$ cat src/rtl/csa_resolver.sv
`default_nettype none
// ============================================================================
// Module   : csa_resolver
// Purpose  : Sequential carry-propagate adder that turns a carry-save pair
//            (sum vector, carry vector) into a binary result, resolving
//            CHUNK bits per clock with the carry held in a register.
// Revision : 1.0 - initial release
// ============================================================================
module csa_resolver #(
  parameter int BITS  = 64,
  parameter int CHUNK = 8
) (
  input  logic            clk,
  input  logic            rst_n,
  input  logic            in_valid,
  output logic            in_ready,
  input  logic [BITS-1:0] s_in,
  input  logic [BITS-1:0] c_in,
  output logic            out_valid,
  input  logic            out_ready,
  output logic [BITS-1:0] sum,
  output logic            cout,
  output logic            busy
);

  localparam int NCHUNK = BITS / CHUNK;
  // Keep the index at least one bit wide so NCHUNK = 1 still elaborates.
  localparam int IDX_W  = (NCHUNK > 1) ? $clog2(NCHUNK) : 1;
  localparam logic [IDX_W-1:0] LAST_IDX = IDX_W'(NCHUNK - 1);

  typedef enum logic [1:0] {
    S_IDLE = 2'd0,
    S_ADD  = 2'd1,
    S_DONE = 2'd2
  } state_t;

  state_t            state_q, state_d;
  logic [BITS-1:0]   s_q, s_d;
  logic [BITS-1:0]   c_q, c_d;
  logic [BITS-1:0]   sum_q, sum_d;
  logic              cout_q, cout_d;
  logic              carry_q, carry_d;
  logic [IDX_W-1:0]  idx_q, idx_d;

  logic [CHUNK-1:0]  w_s_chunk;
  logic [CHUNK-1:0]  w_c_chunk;
  logic [CHUNK:0]    w_add;

  // One chunk of the ripple: operand slices at the current index plus the held carry.
  always_comb begin
    w_s_chunk = s_q[idx_q*CHUNK +: CHUNK];
    w_c_chunk = c_q[idx_q*CHUNK +: CHUNK];
    w_add     = {1'b0, w_s_chunk} + {1'b0, w_c_chunk} + {{CHUNK{1'b0}}, carry_q};
  end

  // State register and datapath registers; reset discards any operation in flight.
  always_ff @(posedge clk or negedge rst_n) begin
    if (!rst_n) begin
      state_q <= S_IDLE;
      s_q     <= '0;
      c_q     <= '0;
      sum_q   <= '0;
      cout_q  <= 1'b0;
      carry_q <= 1'b0;
      idx_q   <= '0;
    end else begin
      state_q <= state_d;
      s_q     <= s_d;
      c_q     <= c_d;
      sum_q   <= sum_d;
      cout_q  <= cout_d;
      carry_q <= carry_d;
      idx_q   <= idx_d;
    end
  end

  // Next-state and datapath update: accept in IDLE, one chunk per ADD cycle, hold in DONE.
  always_comb begin
    state_d = state_q;
    s_d     = s_q;
    c_d     = c_q;
    sum_d   = sum_q;
    cout_d  = cout_q;
    carry_d = carry_q;
    idx_d   = idx_q;
    case (state_q)
      S_IDLE: begin
        if (in_valid) begin
          s_d     = s_in;
          c_d     = c_in;
          sum_d   = '0;
          cout_d  = 1'b0;
          carry_d = 1'b0;
          idx_d   = '0;
          state_d = S_ADD;
        end
      end
      S_ADD: begin
        sum_d[idx_q*CHUNK +: CHUNK] = w_add[CHUNK-1:0];
        carry_d = w_add[CHUNK];
        if (idx_q == LAST_IDX) begin
          cout_d  = w_add[CHUNK];
          idx_d   = '0;
          state_d = S_DONE;
        end else begin
          idx_d = idx_q + 1'b1;
        end
      end
      S_DONE: begin
        if (out_ready) begin
          state_d = S_IDLE;
        end
      end
      default: begin
        state_d = S_IDLE;
      end
    endcase
  end

  // Handshake flags come straight from the state register, so no input-to-output path exists.
  assign in_ready  = (state_q == S_IDLE);
  assign out_valid = (state_q == S_DONE);
  assign busy      = (state_q != S_IDLE);
  assign sum       = sum_q;
  assign cout      = cout_q;

endmodule
`default_nettype wire

$ cat config.mk
export PLATFORM = sky130hd
export DESIGN_NAME = csa_resolver
export DESIGN_NICKNAME = d
export VERILOG_FILES = /design/src/rtl/csa_resolver.sv
export SDC_FILE = /design/constraint.sdc
export NUM_CORES = 1
export LEC_CHECK = 0
export CELL_PAD_IN_SITES_DETAIL_PLACEMENT = 0
export CELL_PAD_IN_SITES_GLOBAL_PLACEMENT = 1
export CORE_AREA = 3 3 179 181
export CTS_BUF_LIST = sky130_fd_sc_hd__clkbuf_4 sky130_fd_sc_hd__clkbuf_8
export DETAILED_ROUTE_END_ITERATION = 16
export DIE_AREA = 0 0 182 184
export GPL_TIMING_DRIVEN = 1
export PLACE_DENSITY = 0.75
export SKIP_CTS_REPAIR_TIMING = 1
export SLEW_MARGIN = 40
export SYNTH_ARGS = -nofsm -noshare
export SYNTH_HDL_FRONTEND = slang
export SYNTH_SLANG_ARGS = --single-unit
$ cat constraint.sdc
create_clock -name clk -period 4.75 [get_ports clk]
set_clock_uncertainty 0.15 [all_clocks]
set_input_delay 0.95 -clock clk [delete_from_list [all_inputs] [get_ports clk]]
set_output_delay 0.95 -clock clk [all_outputs]
set_load 0.02 [all_outputs]
== After elaboration in Yosys (flattened, before gate mapping) ==
Index checks and enable logic that the tools add are counted.

* Bits in registers: 199
* Input port bits: 132
* Output and inout port bits: 68
* Word-level logic and storage cells: 42

* Add/sub/neg operators: 4
* Equal/unequal tests: 6
* Shifts and indexed selects: 4
* Muxes and demuxes: 14
* Reductions and logical operators: 7

{| class="wikitable"
|+ Operators by type and width
! kind !! count
|-
| $pmux W64 S2 || 1
|-
| $shiftx A64 B7 Y8 || 2
|-
| $bwmux W64 || 1
|-
| $mux W64 || 1
|-
| $shift A8 B34 Y64 const A || 1
|-
| $shiftx A8 B34 Y64 || 1
|-
| $neg A6 Y34 || 1
|-
| $add A8 B8 Y9 || 1
|-
| $add A9 B1 Y9 || 1
|-
| $mux W2 || 3
|-
| $mux W3 || 2
|-
| $pmux W2 S3 || 1
|-
| $pmux W3 S2 || 1
|-
| $reduce_and A3 Y1 || 2
|-
| $ne A2 B2 Y1 const B || 2
|-
| $pmux W1 S2 || 2
|-
| $reduce_and A2 Y1 || 2
|-
| $reduce_bool A2 Y1 || 2
|-
| $add A3 B1 Y3 const B || 1
|-
| $eq A3 B3 Y1 const B || 1
|-
| $eq A2 B1 Y1 const B || 1
|-
| $eq A2 B2 Y1 const B || 1
|-
| $logic_not A2 Y1 || 1
|-
| $mux W1 || 2
|-
| $ne A2 B1 Y1 const B || 1
|}

== Depth between registers and ports, before layout ==
Gate-level depths: netlist of run 1.

* Word-level depth: 6
* Depth in mapped cells: 14
* Depth with buffers taken out: 11

== Worst setup path after synthesis of run 1 ==
Ideal clock, no wire load.

* Path type: reg-to-reg
* Start: reg idx_q[0]
* End: reg sum_q[6], in the netlist sum[6]
* Library setup time: 0.125 ns
* Arrival: 3.093 ns
* Required time: 4.475 ns
* Slack: 1.382 ns
* Cell stages (with the launch flop): 15
* Buffers on the path: 3
* Period minus slack after synthesis: 3.368 ns
* Path through: dfrtp_1 -> buf_4 -> buf_6 -> buf_6 -> mux4_2 -> nand2_1 -> nand2_1 -> fa_1 -> inv_1 -> fa_1 -> nor2b_1 -> o2111ai_1 -> nand3b_2 -> xor2_2 -> mux2_2

* Longest elaborated chain between the ends: 6
* Elaborated cells between the ends (all ways): 9
* Classes of those cells: add/sub (3); shift (4); mux (2)

{| class="wikitable"
|+ RTL lines
! item !! line !! RTL
|-
| start, declared || 43 || <nowiki>logic [IDX_W-1:0] idx_q, idx_d;</nowiki>
|-
| start signal, assigned || 73 || <nowiki>idx_q <= idx_d;</nowiki>
|-
| $shiftx A64 B7 Y8, on equally long branches || 51, 52 ||
|-
| $add A8 B8 Y9 || 53 || <nowiki>w_add = {1'b0, w_s_chunk} + {1'b0, w_c_chunk} + {{CHUNK{1'b0}}, carry_q};</nowiki>
|-
| $add A9 B1 Y9 || 53 ||
|-
| $shiftx A8 B34 Y64 || 99 || <nowiki>sum_d[idx_q*CHUNK +: CHUNK] = w_add[CHUNK-1:0];</nowiki>
|-
| $bwmux W64 (*) || 99 ||
|-
| $pmux W64 S2 (*) || 86 || <nowiki>case (state_q)</nowiki>
|-
| end signal, assigned || 70 || <nowiki>sum_q <= sum_d;</nowiki>
|-
| end, declared || 40 || <nowiki>logic [BITS-1:0] sum_q, sum_d;</nowiki>
|}

Mark *: on every way between the ends. The rest lies on a longest branch, timed or not.
A chain may end at the register's enable or synchronous reset.

== Worst setup path in the final report of run 1 ==
Same ends and word-level chain as after synthesis.

==> results by group, run 1 <==
Outcome
  • Run status: complete, no violations

Floorplanning
  • I/O pin count: 200
  • Die Y: 184 um
  • DIE WIDTH: 182 um
  • Initial Utilization: 29.8%
  • Die area: 0.0335 mm2
  • Row count: 64
  • CORE AREA: 0.0306 mm2

Critical path
  • Reg2Reg Launch Point: idx_q[0]
  • Req. time, crit path: 5.01 ns
  • Setup CP Type: reg2reg
  • R2r setup slk: 0.90 ns
  • FF-to-FF End: sum[6]
  • Worst path arrival time: 4.11 ns
  • Max incr delay on CP: 0.87 ns
  • Worst Path Max Fanout: 23
  • CP Launch Point: idx_q[0]
  • CP Capture Point: sum[6]
  • Ordered list of cells on the worst path: mux4_2, nand2_1, nand2_1, fa_1, inv_1, fa_1, nor2b_1, o2111ai_1, nand3b_2, xor2_2, mux2_2
  • CP Launch Type: flop
  • Worst r2r path cells: 11
  • Worst setup EP type: flop
  • Worst path slowest cell: dfrtp_2

Detailed routing
  • Wire per inst: 17.0 um
  • Via count of the routed design: 6940
  • 1st-pass router iterations: 5
  • Via/cell ratio: 4.64
  • DRC viols: 0
  • Final WL: 25500 um
  • DR iter-0 viols: 470
  • Routed Antenna Nets: 0

Power
  • Worst vdd ir: 0.471 mV
  • Leak: 5.66 nW
  • Pwr Total: 9.07 mW
  • Pwr dens: 763 mW/mm2

Yosys
  • EDFF count, synth: 0
  • Cells after Synth: 904
  • Cell area after synthesis: 0.00910 mm2
  • Yosys reg bits: 199
  • Synthesized area per cell: 10.1 um2
  • Asr flop ratio synth: 100%
  • Synth top area share: 54.7%
  • Primary FF master, synth: dfrtp_1
  • Cell taking the most area after synthesis: dfrtp_1
  • Seq/Total Area, Yosys: 54.7%
  • Mapped Nets: 1052
  • Yosys warns: 0
  • Synth top area cells: dfrtp_1 55%, nand2_1 18%, mux4_2 7.9%, a22o_1 4.3%, ha_1 1.9%
  • Yosys cell types: 51

Cells and area
  • Fill count: 3065
  • Antenna diode count: 0
  • NumNets Final: 1236
  • Layout Cells excl Fill: 1497
  • Final core utilization: 38.9%
  • P&R area growth vs syn: 30.5%
  • Share of cells above drive strength 1: 9.99%
  • Final instance area: 0.0119 mm2

Global route
  • Pin count of the biggest net entering global routing: 107
  • Initial antenna violation count: 0
  • Overall routing resource usage: 15.1%
  • First-pass GRT wire length: 39700 um
  • Vias in the first global route: 6932
  • Gr ovfl total: 0

Hold path
  • Hold Crit Class: in2async

STA
  • Final worst slack: 0.901 ns
  • Final min period: 3.85 ns
  • Slew @ Worst Pin: 0.788 ns
  • Fin crit share: 81.0%
  • WHS: 0.263 ns
  • Setup-failing EPs final: 0
  • Slew margin rel.: 47.5%
  • Fmax achieved: 260 MHz
  • Setup TNS: 0 ns
  • Max-slew violation count: 0
  • Count of final hold-check violations: 0
  • RSZ-0062 raised after global routing: no

Clock network
  • Num Clock Sinks: 199
  • CTS Buf Count: 17
  • Worst skew pair latency: 0.48 ns
  • CTS H-tree depth: 4
  • Clock Pin Slew Worst Setup and Hold Paths: 0.10 ns
  • CTS tree: done
  • Max clock buf depth: 2
  • Root buffer cell: clkbuf_8

Placement
  • Cells after DPL: 1465
  • PortBufs: 199
  • GP Congestion: 0.803
  • Dpl ws: 0.923 ns
  • DP Area: 0.0115 mm2
  • HPWL after DPL: 18700 um

Flow run
  • Max-Cap Viols: 0
==> placed cells by master (no fill, tap or decap), drive strengths merged, types with 2 or more instances in the layout <==
| cell type | count |
|---|---|
| xnor2 | 3 |
| nand3 | 18 |
| clkbuf | 19 |
| buf | 13 |
| o21ai | 16 |
| nor2 | 15 |
| a31oi | 4 |
| nand2 | 441 |
| nand3b | 3 |
| and3 | 4 |
| nor2b | 4 |
| a22o | 45 |
| xor2 | 4 |
| clkdlybuf4s50 | 198 |
| inv | 18 |
| nand4 | 2 |
| a21oi | 4 |
| bufinv | 2 |
| and2 | 5 |
| clkinvlp | 2 |
| mux2i | 4 |
| fa | 2 |
| a21o | 5 |
| nand2b | 3 |
| ha | 14 |
| dfrtp | 199 |
| mux4 | 32 |
| o31ai | 5 |
| clkinv | 4 |
| mux2 | 2 |
==> kinds of logic (layout without fill, tap and decap cells) <==
logic type	after synthesis	count (layout)	share of synthesized area, %
adder cells (fa/ha/maj)	16	16	2.36
AND/OR/NAND/NOR	499	499	22.1
AO/OA/AOI/OAI	86	86	8.04
XOR/XNOR	7	7	0.838
flip-flops	199	199	54.7
buffers and inverters	59	256	3.41
multiplexers	38	38	8.60
==> cell usage after synthesis (4+ instances only) <==
cell type,n
nor2_2,8
mux2i_1,4
mux4_2,32
nand3_1,17
a22o_1,45
dfrtp_1,199
and2_1,5
o31ai_1,5
o21ai_0,12
ha_1,14
and3_1,4
nor2b_1,4
nor2_1,6
clkbuf_1,17
buf_2,11
nand2_1,441
a21o_1,5
buf_4,14
a21oi_1,4
inv_1,10
==> power breakdown <==
| group | switching, mW | internal, mW | leakage, nW |
|---|---|---|---|
| sequential | 0.543 | 2.43 | 2.56 |
| combinational | 2.97 | 2.00 | 2.89 |
| clock | 0.636 | 0.498 | 0.206 |
==> critical path, delay by kind of cell (launching register included) <==
family	cells	cell delay, ns
AOI/OAI and AO/OA	1	0.24
xor gates and xnor gates	1	0.47
adders and majority gates	2	0.73
buffers and inverters	1	0.10
DFF	1	0.87
muxes	2	0.83
and+or+nand+nor	4	0.39
==> worst min path at each step <==
stage                        from       to  cells after the start
after floorplan           c_q[16]  c_q[16]                      2
after global placement     s_q[7]   s_q[7]                      2
after detailed placement  s_q[56]  s_q[56]                      2
after CTS                   rst_n   sum[4]                      1
after global routing        rst_n   sum[4]                      1
final                       rst_n  sum[34]                      1
==> sequential cells by signal (all words and copies together), names as in the netlist <==
signal / cells
c_q: 64
state_q: 2
idx_q: 3
cout: 1
sum: 64
carry_q: 1
s_q: 64
==> area by class of cell <==
cell class	instances	area (um2)	share of cell area, %
flip-flops and latches	199	4980	41.9
repair buffers	212	2100	17.7
multi-input cells	646	3850	32.4
well taps	396	495	4.17
clock inverters	14	163	1.37
inverters	12	45.0	0.379
clock buffers	18	248	2.08
==> layer usage <==
layer  routed length, um  GRT usage, %  vias up
met4                 296          3.23        0
met3                1420          3.66       17
met5                   0             0        -
met2               11700          23.6      204
li1                    -             -     3352
met1               12100          21.5     3367
No activity file was read; power rests on OpenSTA's default activity.
==> run 2, diff against run 1 <==
==> constraint.sdc (replaced) <==
create_clock -name clk -period 4 [get_ports clk]
set_clock_uncertainty 0.15 [all_clocks]
set_input_delay 0.8 -clock clk [delete_from_list [all_inputs] [get_ports clk]]
set_output_delay 0.8 -clock clk [all_outputs]
set_load 0.02 [all_outputs]
==> run 2 against run 1 <==
Via count shrank 0.49%; sequential share of layout area fell by 0.18 points; total power increased by 20%; hold slack got worse by 0.045 ns; setup slack worse by 0.43 ns; die area did not move; critical path type unchanged; largest power group unchanged; utilization rose by 0.17 points; combinational power rose by 21%; wire length up 0.55%; critical path depth did not move.
==> results by group, run 2 (synthesis gave the netlist of run 1 again) <==
Outcome
  • Run status: complete, no violations

Placement
  • GP Congestion: 0.813
  • Cells after DPL: 1468
  • HPWL after DPL: 18900 um
  • PortBufs: 199

Critical path
  • Worst setup EP type: flop
  • CP Launch Type: flop
  • Worst path top cell family by delay: multiplexers
  • Max incr delay on CP: 0.65 ns
  • Worst path slowest cell: dfrtp_2
  • Req. time, crit path: 4.26 ns
  • Worst path arrival time: 3.79 ns
  • Ordered list of cells on the worst path: mux4_2, nand2_1, nand2_1, fa_1, inv_1, fa_1, nor2b_1, o2111ai_1, nand3b_2, xor2_2, mux2_2
  • Setup CP Type: reg2reg
  • Crit path buf inv count: 1
  • Worst Path Max Fanout: 13

STA
  • Setup-failing EPs final: 0
  • RSZ-0062 raised after global routing: no
  • Slew @ Worst Pin: 0.690 ns
  • Fmax achieved: 283 MHz
  • WHS: 0.218 ns
  • Final min period: 3.53 ns
  • Fin crit share: 88.2%
  • Setup TNS: 0 ns
  • Slew margin rel.: 54.0%
  • Max-slew violation count: 0
  • Count of final hold-check violations: 0

Detailed routing
  • Via count of the routed design: 6906
  • Routed Antenna Nets: 0
  • Final WL: 25600 um
  • Wire per inst: 17.1 um
  • DR iter-0 viols: 396
  • Via/cell ratio: 4.60
  • 1st-pass router iterations: 4
  • DRC viols: 0

Power
  • Reg power frac: 32.0%
  • Worst vdd ir: 0.614 mV
  • Combinational group share of total power: 55.2%
  • Int Power: 5.93 mW
  • Clk pwr share: 12.8%
  • Pwr dens: 909 mW/mm2
  • Leak: 5.69 nW
  • Switching power share of the total: 45.4%
  • Sw power: 4.93 mW

Clock network
  • CTS H-tree depth: 4
  • CTS tree: done
  • Clock Pin Slew Worst Setup and Hold Paths: 0.10 ns
  • Num Clock Sinks: 199
  • CTS Buf Count: 17
  • Max clock buf depth: 2
  • Root buffer cell: clkbuf_8
  • Worst skew pair latency: 0.48 ns

Floorplanning
  • Die Y: 184 um
  • Die area: 0.0335 mm2
  • I/O pin count: 200
  • CORE AREA: 0.0306 mm2
  • Row count: 64
  • Initial Utilization: 29.8%
  • DIE WIDTH: 182 um

Global route
  • Overall routing resource usage: 15.4%
  • Pin count of the biggest net entering global routing: 97
  • Initial antenna violation count: 0
  • Vias in the first global route: 7064
  • First-pass GRT wire length: 40300 um
  • Gr ovfl total: 0

Flow run
  • Max-Cap Viols: 0

Cells and area
  • Most common cell after layout, fill and taps aside: nand2_1
  • Layout Cells excl Fill: 1500
  • Fill count: 3074
  • P&R area growth vs syn: 31.1%
  • NumNets Final: 1239
  • Share of cells above drive strength 1: 10.2%
  • Antenna diode count: 0
  • Commonest non-fill, non-tap cells in the layout: 440 x nand2_1, 198 x clkdlybuf4s50_1, 197 x dfrtp_1

Hold path
  • Hold Crit Class: in2async
-- run 2: metrics by stage --
stage | area [um2] | power, mW | utilization [%] | setup slack (ns)
5_1_grt | 11900 | 11.7 | 39.0 | 0.188
3_3_place_gp | 11500 | 9.45 | 37.6 | 0.448
2_1_floorplan | 9100 | 7.28 | - | 0.632
6_report | 11900 | 10.9 | 39.0 | 0.471
4_1_cts | 11900 | 11.0 | 39.0 | 0.402
3_5_place_dp | 11500 | 9.60 | 37.6 | 0.445
-- run 2: final cells by class --
| type | count | area (um2) | share of cell area [%] |
|---|---|---|---|
| inverter | 12 | 45.0 | 0.377 |
| clock inverter | 12 | 159 | 1.33 |
| timing repair buffer | 215 | 2150 | 18.0 |
| clock buffer | 20 | 269 | 2.25 |
| multi-input combinational | 646 | 3830 | 32.1 |
| sequential | 199 | 4980 | 41.7 |
| tap | 396 | 495 | 4.15 |
-- run 2: worst paths after layout --
path | slack (ns) | start | cells after the start | endpoint
max | 0.47 | idx_q[0] | 11 | sum[6]
min | 0.22 | rst_n | 1 | sum[5]
max reg2reg | 0.47 | idx_q[0] | 11 | sum[6]
min reg2reg | 0.33 | c_q[20] | 2 | c_q[20]
max in group asynchronous | 2.56 | rst_n | 2 | sum[9]
min in group clk | 0.33 | c_q[20] | 2 | c_q[20]
-- run 2: power groups by stage --
stage                     combinational (mW)  sequential (mW)  clock (mW)
after floorplan                         3.72             3.57           0
after global placement                  5.92             3.52           0
after detailed placement                6.07             3.53           0
after CTS                               6.08             3.49        1.42
after global routing                    6.59             3.59        1.51
final                                   5.99             3.48        1.38
-- run 2: layer usage --
metal	part of all wire, %	GRT usage (%)	vias to the layer above	wire [um]
li1	-	-	3368	-
met1	48	22.2	3332	12300
met2	47	24.5	191	12000
met3	4.6	2.93	15	1190
met4	0.84	2.83	0	216
met5	0	0	-	0
